[src/rtl/pipe_pkg.sv]
// ---------------------------------------------------------------------------
// pipe_pkg : shared types and constants for the IF->ID pipeline register
// Revision : 1.0
// ---------------------------------------------------------------------------
`default_nettype none

package pipe_pkg;

  localparam logic [31:0] RV_NOP = 32'h0000_0013;

  // Default-width view of one fetch payload; the RTL itself uses XLEN/ILEN-wide fields
  typedef struct packed {
    logic [31:0] pc;
    logic [31:0] pc4;
    logic [31:0] instr;
  } fetch_pkt_t;

  typedef enum logic [1:0] {
    EMPTY = 2'd0,
    ONE   = 2'd1,
    TWO   = 2'd2
  } skid_state_t;

endpackage

`default_nettype wire

[src/rtl/pipe_entry_reg.sv]
// ---------------------------------------------------------------------------
// pipe_entry_reg : one {pc, pc4, instr} payload register with load enable
// Revision       : 1.0
// ---------------------------------------------------------------------------
`default_nettype none

module pipe_entry_reg
  import pipe_pkg::*;
#(
  parameter int              XLEN      = 32,
  parameter int              ILEN      = 32,
  parameter logic [ILEN-1:0] NOP_INSTR = ILEN'(RV_NOP)
) (
  input  logic            clk,
  input  logic            reset,
  input  logic            load,
  input  logic [XLEN-1:0] d_pc,
  input  logic [XLEN-1:0] d_pc4,
  input  logic [ILEN-1:0] d_instr,
  output logic [XLEN-1:0] q_pc,
  output logic [XLEN-1:0] q_pc4,
  output logic [ILEN-1:0] q_instr
);

  always_ff @(posedge clk or posedge reset) begin
    if (reset) begin
      q_pc    <= '0;
      q_pc4   <= '0;
      q_instr <= NOP_INSTR;
    end else if (load) begin
      q_pc    <= d_pc;
      q_pc4   <= d_pc4;
      q_instr <= d_instr;
    end
  end

endmodule

`default_nettype wire

[src/rtl/fetch_stage_pipe_reg.sv]
// ---------------------------------------------------------------------------
// fetch_stage_pipe_reg : IF->ID pipeline register, valid/ready, optional skid
// Optional macro FETCH_PIPE_PERF_EN adds saturating stall/flush counters.
// Revision             : 1.0
// ---------------------------------------------------------------------------
`default_nettype none

module fetch_stage_pipe_reg
  import pipe_pkg::*;
#(
  parameter int              XLEN      = 32,
  parameter int              ILEN      = 32,
  parameter int              SKID      = 1,
  parameter logic [ILEN-1:0] NOP_INSTR = ILEN'(RV_NOP)
) (
  input  logic            clk,
  input  logic            reset,
  input  logic            in_valid,
  output logic            in_ready,
  input  logic [XLEN-1:0] in_pc,
  input  logic [XLEN-1:0] in_pc4,
  input  logic [ILEN-1:0] in_instr,
  input  logic            stall,
  input  logic            flush,
  output logic            out_valid,
  input  logic            out_ready,
  output logic [XLEN-1:0] out_pc,
  output logic [XLEN-1:0] out_pc4,
  output logic [ILEN-1:0] out_instr
`ifdef FETCH_PIPE_PERF_EN
  ,
  output logic [31:0]     perf_stall_cnt,
  output logic [31:0]     perf_flush_cnt
`endif
);

  skid_state_t     state;
  skid_state_t     state_next;
  logic            accept;
  logic            drain;
  logic            head_load;
  logic [XLEN-1:0] head_d_pc;
  logic [XLEN-1:0] head_d_pc4;
  logic [ILEN-1:0] head_d_instr;
  logic [XLEN-1:0] head_pc;
  logic [XLEN-1:0] head_pc4;
  logic [ILEN-1:0] head_instr;

  assign out_valid = (state != EMPTY);
  assign accept    = in_valid & in_ready;
  assign drain     = out_valid & out_ready & ~stall;

  always_ff @(posedge clk or posedge reset) begin
    if (reset) state <= EMPTY;
    else       state <= state_next;
  end

  pipe_entry_reg #(.XLEN(XLEN), .ILEN(ILEN), .NOP_INSTR(NOP_INSTR)) u_head (
    .clk     (clk),
    .reset   (reset),
    .load    (head_load),
    .d_pc    (head_d_pc),
    .d_pc4   (head_d_pc4),
    .d_instr (head_d_instr),
    .q_pc    (head_pc),
    .q_pc4   (head_pc4),
    .q_instr (head_instr)
  );

  generate
    if (SKID != 0) begin : g_skid
      logic            skid_load;
      logic            head_from_skid;
      logic [XLEN-1:0] skid_pc;
      logic [XLEN-1:0] skid_pc4;
      logic [ILEN-1:0] skid_instr;

      pipe_entry_reg #(.XLEN(XLEN), .ILEN(ILEN), .NOP_INSTR(NOP_INSTR)) u_skid (
        .clk     (clk),
        .reset   (reset),
        .load    (skid_load),
        .d_pc    (in_pc),
        .d_pc4   (in_pc4),
        .d_instr (in_instr),
        .q_pc    (skid_pc),
        .q_pc4   (skid_pc4),
        .q_instr (skid_instr)
      );

      // Derived from the state register only, so in_ready is registered
      assign in_ready = (state != TWO);

      assign head_d_pc    = head_from_skid ? skid_pc    : in_pc;
      assign head_d_pc4   = head_from_skid ? skid_pc4   : in_pc4;
      assign head_d_instr = head_from_skid ? skid_instr : in_instr;

      always_comb begin
        state_next     = state;
        head_load      = 1'b0;
        skid_load      = 1'b0;
        head_from_skid = 1'b0;
        if (flush) begin
          state_next = EMPTY;
        end else begin
          case (state)
            EMPTY: begin
              if (accept) begin
                head_load  = 1'b1;
                state_next = ONE;
              end
            end
            ONE: begin
              if (accept && drain) begin
                head_load = 1'b1;
              end else if (accept) begin
                skid_load  = 1'b1;
                state_next = TWO;
              end else if (drain) begin
                state_next = EMPTY;
              end
            end
            TWO: begin
              if (drain) begin
                head_load      = 1'b1;
                head_from_skid = 1'b1;
                state_next     = ONE;
              end
            end
            default: state_next = EMPTY;
          endcase
        end
      end
    end else begin : g_single
      assign in_ready     = ~out_valid | (out_ready & ~stall);
      assign head_d_pc    = in_pc;
      assign head_d_pc4   = in_pc4;
      assign head_d_instr = in_instr;

      always_comb begin
        state_next = state;
        head_load  = 1'b0;
        if (flush) begin
          state_next = EMPTY;
        end else if (accept) begin
          head_load  = 1'b1;
          state_next = ONE;
        end else if (drain) begin
          state_next = EMPTY;
        end
      end
    end
  endgenerate

  // Bubble presentation: downstream sees a clean NOP whenever nothing is valid
  assign out_pc    = out_valid ? head_pc    : '0;
  assign out_pc4   = out_valid ? head_pc4   : '0;
  assign out_instr = out_valid ? head_instr : NOP_INSTR;

`ifdef FETCH_PIPE_PERF_EN
  always_ff @(posedge clk or posedge reset) begin
    if (reset) begin
      perf_stall_cnt <= '0;
      perf_flush_cnt <= '0;
    end else begin
      if (out_valid && stall && (perf_stall_cnt != 32'hFFFF_FFFF))
        perf_stall_cnt <= perf_stall_cnt + 32'd1;
      if (out_valid && flush && (perf_flush_cnt != 32'hFFFF_FFFF))
        perf_flush_cnt <= perf_flush_cnt + 32'd1;
    end
  end
`endif

endmodule

`default_nettype wire

[config.mk]
export PLATFORM = sky130hd
export DESIGN_NAME = fetch_stage_pipe_reg
export DESIGN_NICKNAME = d
export VERILOG_FILES = /design/src/rtl/pipe_pkg.sv /design/src/rtl/pipe_entry_reg.sv /design/src/rtl/fetch_stage_pipe_reg.sv
export SDC_FILE = /design/constraint.sdc
export NUM_CORES = 1
export LEC_CHECK = 0
export BUFFER_PORTS_ARGS = -buffer_cell sky130_fd_sc_hd__buf_2
export CORE_UTILIZATION = 35
export DETAILED_ROUTE_END_ITERATION = 8
export HOLD_SLACK_MARGIN = 0.15
export PLACE_DENSITY = 0.69
export SLEW_MARGIN = 20
export SYNTH_ARGS = -nofsm -noshare
export SYNTH_HDL_FRONTEND = slang
export SYNTH_SLANG_ARGS = --single-unit
[constraint.sdc]
create_clock -name clk -period 6.22 [get_ports clk]
set_clock_uncertainty 0.2 [all_clocks]
set_input_delay 0.622 -clock clk [delete_from_list [all_inputs] [get_ports clk]]
set_output_delay 0.622 -clock clk [all_outputs]
set_load 0.1 [all_outputs]
* Word level (Yosys, flattened, before mapping) *
Cells that the tools add are included.

storage, ports and cells
  register bits after elaboration = 194
  input port bits = 102
  output and inout port bits = 98

operators by class
  equality and inequality tests = 7
  muxes and demuxes = 23
  bitwise operators = 4
  reduce and logical (&&, ||, !) cells = 4

operators by type and width
  cell                                                 count
  2-to-1 mux 32 bit                                    6
  2-to-1 mux 2 bit                                     6
  2-to-1 mux 1 bit                                     9
  != test 3 bit, second input constant                 3
  one-hot mux 2 bit (3 select lines)                   1
  != test 4 bit, second input constant                 1
  AND reduction 4 bit                                  1
  bitwise AND 1 bit                                    3
  one-hot mux 1 bit (3 select lines)                   1
  equality test 2 x 1 -> 1 bit, second input constant  1
  equality test 2 bit, second input constant           1
  logical NOT 2 bit                                    1
  != test 2 bit, second input constant                 1
  nonzero test 2 bit                                   1
  logical AND 1 bit                                    1
  inverter 1 bit                                       1

* Depth between registers and ports, before layout *
Gate-level depths: netlist of the first run.

  depth in word-level cells = 8
  mapped depth = 7
  depth with buffers taken out = 5

* Hierarchy *
A second synthesis of the first run with hierarchy kept.

second synthesis, totals
  cells, all modules = 640
  area total of the unflattened synthesis = 9,514.1 um^2

modules (own cells, without submodules)
  module                times used  cells an instance  area an instance (um^2)
  pipe_entry_reg        2           204                3,772.4
  fetch_stage_pipe_reg  1           232                1,969.4

* Worst setup path before layout of the first run *
No wires, ideal clock.

  path kind = register to output
  start point = reg state[0]
  end point = out out_instr[18]
  data arrival time = 2,426 ps
  setup slack = 2,972 ps
  cell stages (with the launch flop) = 5
  cells stage by stage = dfrtp_1 > nor2_1 > inv_1 > clkbuf_1 > and2_1

on the way
  cells in the longest elaborated chain, start to end = 2

RTL lines
  element                   line                         text
  start: declaration        fetch_stage_pipe_reg.sv:37   skid_state_t state;
  start signal: assignment  fetch_stage_pipe_reg.sv:55   else state <= state_next;
  nonzero test 2 bit        fetch_stage_pipe_reg.sv:49   assign out_valid = (state != EMPTY);
  via out_valid             fetch_stage_pipe_reg.sv:25   output logic out_valid,
  2-to-1 mux 32 bit         fetch_stage_pipe_reg.sv:157  assign out_instr = out_valid ? head_instr : NOP_INSTR;
  end: declaration          fetch_stage_pipe_reg.sv:29   output logic [ILEN-1:0] out_instr

The timed path passes the listed nets, and every way through them passes these cells.

* Final worst setup path of the first run *
  start point = reg state[0]
  end point = out out_pc[8]

on the way
  cells in the longest elaborated chain, start to end = 2

RTL lines
  element             line                         text
  nonzero test 2 bit  fetch_stage_pipe_reg.sv:49
  2-to-1 mux 32 bit   fetch_stage_pipe_reg.sv:155  assign out_pc = out_valid ? head_pc : '0;
  end: declaration    fetch_stage_pipe_reg.sv:27   output logic [XLEN-1:0] out_pc,

Every way passes these cells.

==> results of run 1 <==
-- cells in the final DEF (no fill, tap or decap), drive strengths merged --
| cell type | count |
|---|---|
| nand2 | 2 |
| clkinv | 4 |
| nor2b | 3 |
| a211oi | 1 |
| and2b | 1 |
| nor3 | 1 |
| o21bai | 1 |
| nand2b | 3 |
| nor3b | 2 |
| dfstp | 6 |
| bufinv | 1 |
| clkinvlp | 2 |
| nor2 | 1 |
| and2 | 93 |
| clkbuf | 18 |
| dfrtp | 188 |
| o21ai | 1 |
| inv | 9 |
| mux2 | 288 |
| buf | 205 |
| a21oi | 2 |
| dlygate4sd3 | 1 |
-- registers in the layout, summed over array words and instances (netlist names) --
register,cells
g_skid.u_skid.q_pc4,32
u_head.q_instr,32
state,2
g_skid.u_skid.q_pc,32
u_head.q_pc,32
g_skid.u_skid.q_instr,32
u_head.q_pc4,32
-- power by group --
part | total, mW | internal, mW | leakage, nW | switching [mW]
logic | 1.24 | 0.431 | 2.45 | 0.810
registers | 1.77 | 1.61 | 2.31 | 0.160
clock network | 1.08 | 0.567 | 0.275 | 0.513
-- metal layers --
layer / vias to the layer above / global-route usage / part of all wire
met1: 2805 / 0.1966 / 0.48
met3: 10 / 0.03990 / 0.059
met5: - / 0 / 0.0012
met2: 139 / 0.2342 / 0.45
li1: 2581 / - / -
met4: 4 / 0.03535 / 0.0076
-- cell type report --
cell class                      instances  share of cell area
Sequential cell                       194              0.4406
Multi-Input combinational cell        399              0.3698
Timing Repair Buffer                  206             0.09865
Clock buffer                           18             0.03889
Tap cell                              330             0.03742
Clock inverter                         13             0.01293
Inverter                                3            0.001701
-- how the worst max path moves through the flow --
stage / slack, ns / end / depth (start not counted) / start
3_5_place_dp: 3.32 / out_pc4[29] / 5 / state[0]
6_report: 2.92 / out_pc[8] / 5 / state[0]
5_1_grt: 2.71 / out_pc4[29] / 5 / state[0]
4_1_cts: 2.85 / out_pc4[26] / 5 / state[0]
3_3_place_gp: 3.37 / out_pc[7] / 5 / state[0]
2_1_floorplan: 0.12 / g_skid.u_skid.q_instr[10] / 1 / reset
-- kinds of logic after synthesis --
kind of cell | after synthesis | synth area share
AND/OR/NAND/NOR | 106 | 0.07328
buffers and inverters | 44 | 0.02502
multiplexers | 288 | 0.3667
flip-flops | 194 | 0.5313
AO/OA/AOI/OAI | 5 | 0.003691
-- stage by stage --
| step | instances | cell area, µm² |
|---|---|---|
| detailed placement | 1131 | 10450 |
| CTS | 1163 | 11030 |
| global placement | 1131 | 10450 |
| floorplan | 637 | 9151 |
| finish | 1163 | 11030 |
| global route | 1163 | 11030 |
-- what timing repair did --
action / in CTS / in global routing
endpoints found under the hold margin: 62 / 0
hold buffers: 1 / 0
setup endpoints to repair: 0 / 0
-- worst max-delay path, cell delays in order (launching register included) --
cell and delay [ns]:
sky130_fd_sc_hd__dfrtp_1 0.42, sky130_fd_sc_hd__nor2_1 0.08, sky130_fd_sc_hd__inv_2 0.30, sky130_fd_sc_hd__buf_4 0.58, sky130_fd_sc_hd__and2_1 0.22, sky130_fd_sc_hd__buf_2 0.42
==> summary.log, run 1 <==
INFO  global_route   antenna_found_initial=2
INFO  cts            worstSkewPairLatency=0.43ns
INFO  logic_synthesis synth-async-reset-ratio=1.000
INFO  power          power_per_cell_area=370.7mW/mm²
INFO  timing         worst_hold_check_slack=0.2358ns
INFO  worst_setup_path critPathCaptureType=output pin
INFO  cts            clock_tree.buffer_depth=2
INFO  detailed_routing detail_route.wl_per_cell=16.27µm
INFO  worst_setup_path worst_r2r_endpoint=u_head.q_instr[24]
INFO  min_path       hold-path-endpoint=g_skid.u_skid.q_instr[16]
INFO  cts            tritoncts=yes
INFO  cts            clock_tree.htree_level_count=4
INFO  placed_design  dp_slack=3.317ns
INFO  finish         core_utilization_of_the_finished_layout=0.4344
INFO  global_route   overflow=0
INFO  detailed_routing totalWireLength=18930µm
INFO  finish         multi_input_logic_area=0.004080mm²
INFO  floorplanning  die_w=163.7µm
INFO  finish         layout-drive-gt1-share=0.5954
INFO  logic_synthesis yosysMostFrequentCell=sky130_fd_sc_hd__mux2_2
INFO  min_path       hold_path.class=in2reg
INFO  run            cap_viol_max_count=0
INFO  finish         layout.nets=923
INFO  logic_synthesis syn_area=0.009151mm²
INFO  logic_synthesis synth_sequential_area_ratio=0.5313
INFO  logic_synthesis synth_edf_count=0
INFO  detailed_routing drt_pre_antenna_iters=4
INFO  timing         worst_slack=2.916ns
INFO  placed_design  portbufs=199
INFO  worst_setup_path reg2reg_setup_slack=3.77ns
INFO  timing         final.min_clock_period=3.304ns
INFO  min_path       holdCritStartpoint=in_instr[16]
INFO  timing         unrepaired_setup_endpoints_after_global_routing=no
INFO  finish         filler_cell_count=2347
INFO  finish         num_antenna_cells=0
INFO  logic_synthesis syn_area_per_cell=14.37µm²
INFO  floorplanning  coreArea=0.02540mm²
INFO  timing         slew_headroom=0.4056
INFO  timing         report.final.hold_viol_count=0
INFO  floorplanning  floorplan.die_area=0.02680mm²
INFO  logic_synthesis synth.top_cells.by_count=218 x sky130_fd_sc_hd__mux2_2, 188 x sky130_fd_sc_hd__dfrtp_1, 93 x sky130_fd_sc_hd__and2_1
INFO  timing         fmax=302.7MHz
INFO  detailed_routing vias_per_cell=4.763
INFO  logic_synthesis total_number_of_yosys_warnings=0
INFO  outcome        run_status=finished, final reports clean
INFO  floorplanning  floorplan.initialDensity=0.3603
INFO  timing         timing_worst_slew_pin_value=0.8916ns
INFO  timing         final_layout_setup_total_negative_slack=0ns
INFO  logic_synthesis synth_fp_nets=739
INFO  timing         finalMaxSlewViolations=0
INFO  power          power.total=4.090mW
INFO  timing         report.final.setup_viol=0
INFO  placed_design  post-dp-hpwl=11700µm
INFO  timing         layout_worst_path_cycle_share=0.5311
INFO  logic_synthesis synthDominantAreaCellType=sky130_fd_sc_hd__dfrtp_1
INFO  placed_design  finalWeightedCongestion=0.6959
INFO  logic_synthesis synth-seq-cells=194
INFO  detailed_routing via_count=5539
INFO  detailed_routing antenna_violating_nets_post_route=0
INFO  finish         register_area=0.004862mm²
INFO  floorplanning  die-height=163.7µm
INFO  worst_setup_path criticalPathCategory=reg2out
INFO  finish         layout-area-overhead-vs-synth=20.58%
INFO  cts            cts-buffers-inserted=17
INFO  min_path       hold_path_depth=2
INFO  cts            cts_root_buf=sky130_fd_sc_hd__clkbuf_16
INFO  logic_synthesis share_of_yosys_cell_area_claimed_by_the_top_area_cell_type=0.5141
INFO  worst_setup_path worst_ep_required_time=5.40ns
INFO  cts            post_cts_setup_buffers=0
INFO  global_route   grt_start_max_net_pins=97
INFO  global_route   vias_in_the_first_global_route=5880
INFO  detailed_routing detail_route.drc_violations=0
INFO  logic_synthesis ys_top_cells_by_area=sky130_fd_sc_hd__dfrtp_1 51%, sky130_fd_sc_hd__mux2_2 27%, sky130_fd_sc_hd__and2_1 6.4%
INFO  power          ir_drop=0.0001643V
INFO  floorplanning  ios=200
INFO  worst_setup_path timing.critical_path.arrival=2.48ns
INFO  worst_setup_path startpoint_type=flip-flop
INFO  floorplanning  num_rows=58
INFO  cts            cts.sink_count=194
INFO  detailed_routing detail_route.iter0.violations=203
INFO  global_route   first_pass_grt_wire_length=30590µm
INFO  global_route   track_usage=0.1465
INFO  logic_synthesis cell_count_after_synthesis=637
INFO  worst_setup_path reg2regPathDepth=6
INFO  logic_synthesis yosys_most_used_dff=sky130_fd_sc_hd__dfrtp_1
INFO  power          power_leakage=5.043nW
INFO  worst_setup_path worstReg2RegStart=state[0]
INFO  cts            ctsResizeCount=0
INFO  logic_synthesis post_synth_num_cell_types=27
INFO  worst_setup_path crit_fanout=72
INFO  cts            path_clk_slew=0.08ns
Note: power is estimated with default switching activity, not from simulation.
==> inputs of run 2 (changes only) <==
--- a/config.mk
+++ b/config.mk
@@ -9,7 +9,7 @@
 export CORE_UTILIZATION = 35
 export DETAILED_ROUTE_END_ITERATION = 8
 export HOLD_SLACK_MARGIN = 0.15
-export PLACE_DENSITY = 0.69
+export PLACE_DENSITY = 0.66
 export SLEW_MARGIN = 20
 export SYNTH_ARGS = -nofsm -noshare
 export SYNTH_HDL_FRONTEND = slang
==> constraint.sdc (replaced) <==
create_clock -name clk -period 3.3 [get_ports clk]
set_clock_uncertainty 0.2 [all_clocks]
set_input_delay 0.33 -clock clk [delete_from_list [all_inputs] [get_ports clk]]
set_output_delay 0.33 -clock clk [all_outputs]
set_load 0.1 [all_outputs]
==> run 2 against run 1 <==
Critical path depth stayed put. First-iteration DRC count is 6.4% higher. Wire length is 4.7% higher. Via count is 7.1% higher. Flip-flop and latch count stayed put. Final area is 9.6% higher. Power is 92% higher. Critical path type unchanged.
==> summary.log, run 2 (synthesized netlist as in run 1, its figures left out) <==
INFO  placed_design  portbufs=199
INFO  power          power.share.switching=0.3593
INFO  power          share_comb_of_total_power=0.312
INFO  run            cap_viol_max_count=0
INFO  power          power_leakage=5.492nW
INFO  timing         report.final.hold_viol_count=0
INFO  power          power_switching=2.827mW
INFO  worst_setup_path cp_slowest_stage_delay=0.43ns
INFO  cts            clock_tree.buffer_depth=2
INFO  timing         final_layout_setup_total_negative_slack=0ns
INFO  placed_design  finalWeightedCongestion=0.7171
INFO  global_route   grt_start_max_net_pins=145
INFO  placed_design  post-dp-hpwl=11540µm
INFO  finish         layout-area-overhead-vs-synth=32.16%
INFO  cts            ctsResizeCount=0
INFO  finish         filler_cell_count=2263
INFO  floorplanning  num_rows=58
INFO  worst_setup_path path_cells=nor2_1, inv_2, buf_4, and2_1, buf_2
INFO  min_path       hold_path.class=in2reg
INFO  cts            clock_tree.htree_level_count=4
INFO  worst_setup_path worst_ep_required_time=2.77ns
INFO  power          cell_internal_pwr=5.041mW
INFO  global_route   overflow=0
INFO  detailed_routing drt_pre_antenna_iters=4
INFO  detailed_routing detail_route.drc_violations=0
INFO  timing         final.min_clock_period=2.759ns
INFO  finish         num_antenna_cells=0
INFO  power          power.total=7.869mW
INFO  timing         slew_headroom=0.4181
INFO  floorplanning  ios=200
INFO  detailed_routing detail_route.wl_per_cell=15.65µm
INFO  min_path       holdCritStartpoint=stall
INFO  power          power_per_cell_area=650.6mW/mm²
INFO  power          ir_drop=0.0003879V
INFO  floorplanning  floorplan.die_area=0.02680mm²
INFO  finish         final_cell_mix=218 x sky130_fd_sc_hd__mux2_2, 199 x sky130_fd_sc_hd__buf_2, 188 x sky130_fd_sc_hd__dfrtp_1
INFO  timing         timing_worst_slew_pin_value=0.8728ns
INFO  detailed_routing detail_route.iter0.violations=216
INFO  min_path       hold_path_depth=3
INFO  timing         unrepaired_setup_endpoints_after_global_routing=no
INFO  timing         finalMaxSlewViolations=0
INFO  placed_design  place.detailed.instances=1134
INFO  timing         layout_worst_path_cycle_share=0.8360
INFO  worst_setup_path reg2regPathDepth=6
INFO  worst_setup_path criticalPathCategory=reg2out
INFO  detailed_routing via_count=5931
INFO  finish         layout.nets=1025
INFO  cts            post_cts_setup_buffers=0
INFO  cts            tritoncts=yes
INFO  floorplanning  die-height=163.7µm
INFO  global_route   antenna_found_initial=0
INFO  cts            cts_hold_buffers=100
INFO  worst_setup_path critPathCaptureType=output pin
INFO  worst_setup_path crit_path_start=state[0]
INFO  cts            worstSkewPairLatency=0.42ns
INFO  finish         core_utilization_of_the_finished_layout=0.4762
INFO  cts            cts-buffers-inserted=17
INFO  outcome        run_status=finished, final reports clean
INFO  floorplanning  coreArea=0.02540mm²
INFO  worst_setup_path cp_slowest_cell=sky130_fd_sc_hd__buf_2
INFO  finish         layout-drive-gt1-share=0.5353
INFO  cts            path_clk_slew=0.07ns
INFO  finish         final_cell_count_no_fill=1266
INFO  detailed_routing vias_per_cell=4.685
INFO  timing         fmax=362.5MHz
INFO  global_route   first_pass_grt_wire_length=32640µm
INFO  global_route   track_usage=0.1539
INFO  finish         layout.cells.most_common=sky130_fd_sc_hd__mux2_2
INFO  worst_setup_path timing.critical_path.arrival=2.23ns
INFO  detailed_routing totalWireLength=19820µm
INFO  floorplanning  floorplan.initialDensity=0.3603
INFO  timing         report.final.setup_viol=0
INFO  worst_setup_path startpoint_type=flip-flop
INFO  worst_setup_path crit_fanout=26
INFO  worst_setup_path worstReg2RegStart=state[0]
INFO  floorplanning  die_w=163.7µm
INFO  power          power.sequential.fraction=0.421
INFO  cts            cts.sink_count=194
INFO  detailed_routing antenna_violating_nets_post_route=0
INFO  power          power.share.clock=0.267
INFO  global_route   vias_in_the_first_global_route=6188
INFO  cts            cts_root_buf=sky130_fd_sc_hd__clkbuf_16
==> run 2: cell types whose count changed in the layout (fill, tap and decap cells not counted) <==
cell and change:
sky130_fd_sc_hd__clkbuf_8 +2, sky130_fd_sc_hd__inv_6 +2, sky130_fd_sc_hd__inv_8 -4, sky130_fd_sc_hd__dlygate4sd3_1 +99, sky130_fd_sc_hd__clkbuf_1 -1, sky130_fd_sc_hd__buf_12 +2
sky130_fd_sc_hd__clkinv_8 +1, sky130_fd_sc_hd__buf_4 +1, sky130_fd_sc_hd__clkinv_4 +1
==> run 2: cell type report <==
| class | count | area, µm² | area share |
|---|---|---|---|
| sequential | 194 | 4862 | 0.4020 |
| clock inverter | 13 | 143.9 | 0.01190 |
| inverter | 3 | 15.01 | 0.001241 |
| timing repair buffer | 308 | 2127 | 0.1759 |
| tap | 330 | 412.9 | 0.03414 |
| multi-input combinational | 399 | 4080 | 0.3374 |
| clock buffer | 19 | 452.9 | 0.03745 |
==> run 2: worst paths after layout <==
kind                                 endpoint  slack (ns)
max                             out_instr[16]        0.54
min                                  state[1]        0.23
max reg2reg                u_head.q_instr[31]        0.88
min reg2reg                u_head.q_instr[19]        0.30
max in group asynchronous  u_head.q_instr[19]        1.73
min in group asynchronous     u_head.q_pc[17]        0.45
==> run 2: stage by stage <==
stage | worst slack (ns) | hold WS, ns | area, µm²
3_3_place_gp | 0.7954 | 0.2834 | 10500
2_1_floorplan | 0.2705 | 0.2720 | 9155
4_1_cts | 0.4769 | 0.1963 | 12090
3_5_place_dp | 0.7690 | 0.2874 | 10500
5_1_grt | 0.3483 | 0.2424 | 12090
6_report | 0.5411 | 0.2262 | 12090
==> run 2: routing by layer <==
layer / share of wire / GRT usage
met2: 0.46 / 0.2417
met4: 0.0088 / 0.03914
met1: 0.48 / 0.2133
met5: 0 / 0
met3: 0.051 / 0.03586
==> run 2: power by group through the flow <==
stage,combinational [mW],clock (mW),sequential [mW]
3_3_place_gp,2.35,0,3.33
6_report,2.45,2.10,3.31
2_1_floorplan,2.02,0,3.27
4_1_cts,2.48,2.18,3.32
3_5_place_dp,2.38,0,3.36
5_1_grt,2.59,2.26,3.41
==> run 2: critical path: cells and delay by family, from the launching register on <==
family	cells	cell delay, ns
flops	1	0.42
buf+inv	3	1.08
simple gates	2	0.28
==> inputs of run 3 (changes only) <==
--- a/config.mk
+++ b/config.mk
@@ -9,7 +9,7 @@
 export CORE_UTILIZATION = 35
 export DETAILED_ROUTE_END_ITERATION = 8
 export HOLD_SLACK_MARGIN = 0.15
-export PLACE_DENSITY = 0.66
+export PLACE_DENSITY = 0.69
 export SLEW_MARGIN = 20
 export SYNTH_ARGS = -nofsm -noshare
 export SYNTH_HDL_FRONTEND = slang
==> constraint.sdc (replaced) <==
create_clock -name clk -period 2.5 [get_ports clk]
set_clock_uncertainty 0.2 [all_clocks]
set_input_delay 0.25 -clock clk [delete_from_list [all_inputs] [get_ports clk]]
set_output_delay 0.25 -clock clk [all_outputs]
set_load 0.1 [all_outputs]
==> run 3 against run 2 <==
Highest routed layer unchanged. Non-clock buffer count increased by 15. Sequential share of layout area fell by 1.2 points. Hold slack lost 0.036 ns. Critical path depth unchanged.
==> summary.log, run 3 (synthesized netlist as in run 1, its figures left out) <==
INFO  worst_setup_path criticalPathCategory=reg2out
INFO  floorplanning  floorplan.die_area=0.02680mm²
INFO  timing         slew_headroom=0.6674
INFO  timing         fmax=418.0MHz
INFO  floorplanning  num_rows=58
INFO  floorplanning  die-height=163.7µm
INFO  detailed_routing antenna_violating_nets_post_route=0
INFO  global_route   antenna_found_initial=0
INFO  timing         report.final.hold_viol_count=0
INFO  timing         unrepaired_setup_endpoints_after_global_routing=no
INFO  cts            clock_tree.htree_level_count=4
INFO  power          power_leakage=5.579nW
INFO  global_route   overflow=0
INFO  worst_setup_path timing.critical_path.arrival=1.94ns
INFO  cts            clock_tree.buffer_depth=2
INFO  worst_setup_path worst_r2r_endpoint=u_head.q_instr[14]
INFO  detailed_routing detail_route.wl_per_cell=15.62µm
INFO  timing         final.min_clock_period=2.392ns
INFO  finish         layout-area-overhead-vs-synth=36.31%
INFO  placed_design  dp_slack=0.1644ns
INFO  detailed_routing via_count=5969
INFO  cts            worstSkewPairLatency=0.41ns
INFO  placed_design  post-dp-hpwl=12520µm
INFO  finish         final_cell_mix=218 x sky130_fd_sc_hd__mux2_2, 188 x sky130_fd_sc_hd__dfrtp_1, 155 x sky130_fd_sc_hd__buf_2
INFO  timing         final_layout_setup_total_negative_slack=0ns
INFO  worst_setup_path worstReg2RegStart=state[0]
INFO  finish         num_antenna_cells=0
INFO  placed_design  finalWeightedCongestion=0.7165
INFO  floorplanning  die_w=163.7µm
INFO  min_path       hold_path.class=in2async
INFO  cts            cts-buffers-inserted=17
INFO  timing         report.final.setup_viol=0
INFO  timing         layout_worst_path_cycle_share=0.9568
INFO  timing         worst_slack=0.1079ns
INFO  detailed_routing drt_pre_antenna_iters=4
INFO  worst_setup_path crit_path_start=state[0]
INFO  power          power_per_cell_area=835.1mW/mm²
INFO  finish         layout-drive-gt1-share=0.5405
INFO  finish         filler_cell_count=2214
INFO  run            cap_viol_max_count=0
INFO  worst_setup_path critPathCaptureType=output pin
INFO  worst_setup_path reg2regPathDepth=7
INFO  power          ir_drop=0.0005721V
INFO  floorplanning  ios=200
INFO  cts            cts.sink_count=194
INFO  global_route   first_pass_grt_wire_length=32920µm
INFO  finish         layout.nets=1040
INFO  detailed_routing detail_route.iter0.violations=231
INFO  worst_setup_path startpoint_type=flip-flop
INFO  placed_design  portbufs=199
INFO  timing         worst_hold_check_slack=0.1899ns
INFO  floorplanning  floorplan.initialDensity=0.3603
INFO  detailed_routing detail_route.drc_violations=0
INFO  cts            path_clk_slew=0.08ns
INFO  worst_setup_path reg2reg_setup_slack=0.17ns
INFO  global_route   grt_start_max_net_pins=70
INFO  global_route   track_usage=0.1543
INFO  timing         finalMaxSlewViolations=0
INFO  cts            tritoncts=yes
INFO  finish         layout.cells.most_common=sky130_fd_sc_hd__mux2_2
INFO  finish         final_design_area_no_fill=0.01247mm²
INFO  floorplanning  coreArea=0.02540mm²
INFO  worst_setup_path worst_setup_path_endpoint=out_instr[1]
INFO  outcome        run_status=finished, final reports clean
INFO  detailed_routing vias_per_cell=4.660
INFO  worst_setup_path worst_ep_required_time=2.05ns
INFO  timing         timing_worst_slew_pin_value=0.5024ns
INFO  cts            cts_root_buf=sky130_fd_sc_hd__clkbuf_16
INFO  global_route   vias_in_the_first_global_route=6427
INFO  placed_design  placed_cell_area=0.01078mm²
INFO  detailed_routing totalWireLength=20010µm
INFO  worst_setup_path crit_fanout=42
==> run 3: cell count changes in the layout (fill, tap and decap cells not counted), sizes merged <==
| cell | change |
|---|---|
| clkinv | -5 |
| buf | -25 |
| inv | -1 |
| bufinv | -1 |
| clkinvlp | +5 |
| clkbuf | +40 |
| dlygate4sd3 | +2 |
==> run 3: area by class of cell <==
type | instances | area (µm²) | area share
clock buffer | 21 | 480.5 | 0.03852
sequential | 194 | 4862 | 0.3898
multi-input combinational | 399 | 4080 | 0.3271
clock inverter | 11 | 93.84 | 0.007523
tap | 330 | 412.9 | 0.03310
timing repair buffer | 323 | 2530 | 0.2028
inverter | 3 | 15.01 | 0.001204
==> run 3: how the worst min path moves through the flow <==
stage	startpoint	to	slack [ns]
after global routing	reset	g_skid.u_skid.q_pc4[14]	0.20
after CTS	reset	g_skid.u_skid.q_pc4[11]	0.18
after detailed placement	reset	g_skid.u_skid.q_pc4[14]	0.10
after floorplan	in_instr[27]	g_skid.u_skid.q_instr[27]	0.20
final	reset	g_skid.u_skid.q_pc4[14]	0.19
after global placement	reset	u_head.q_pc4[8]	0.10
==> run 3: what timing repair did <==
item / in CTS / in global routing
setup endpoints to repair: 1 / 38
cloned: 0 / 0
hold buffers: 102 / 0
buffers inserted: 0 / 0
gates resized for setup: 1 / 38
hold endpoints to repair: 382 / 0
==> run 3: report_power, final <==
group          leakage [nW]  switching, mW  internal (mW)
Clock                 0.264           1.28           1.41
Sequential             2.31          0.386           4.00
Combinational          3.00           2.07           1.28
==> run 3: layer usage <==
| layer | up-vias | track usage | part of all wire | routed length, µm |
|---|---|---|---|---|
| met5 | - | 0 | 0 | 0 |
| met4 | 0 | 0.03409 | 0.0080 | 161 |
| met3 | 11 | 0.03636 | 0.045 | 909 |
| met2 | 135 | 0.2621 | 0.48 | 9656 |
| met1 | 3000 | 0.1987 | 0.46 | 9284 |
| li1 | 2823 | - | - | - |
==> run 3: critical path: stages, from the launching register on <==
cell and delay, ns:
sky130_fd_sc_hd__dfrtp_1 0.43, sky130_fd_sc_hd__nor2_1 0.17, sky130_fd_sc_hd__inv_2 0.07, sky130_fd_sc_hd__buf_4 0.25
sky130_fd_sc_hd__nand2b_1 0.13, sky130_fd_sc_hd__buf_2 0.43
==> run 3: metrics by stage <==
stage,power (mW),util,cells
finish,10.42,0.4911,1281
floorplan,6.982,-,637
global route,10.93,0.4911,1281
global placement,7.569,0.4245,1147
detailed placement,7.652,0.4245,1147
CTS,10.50,0.4874,1281
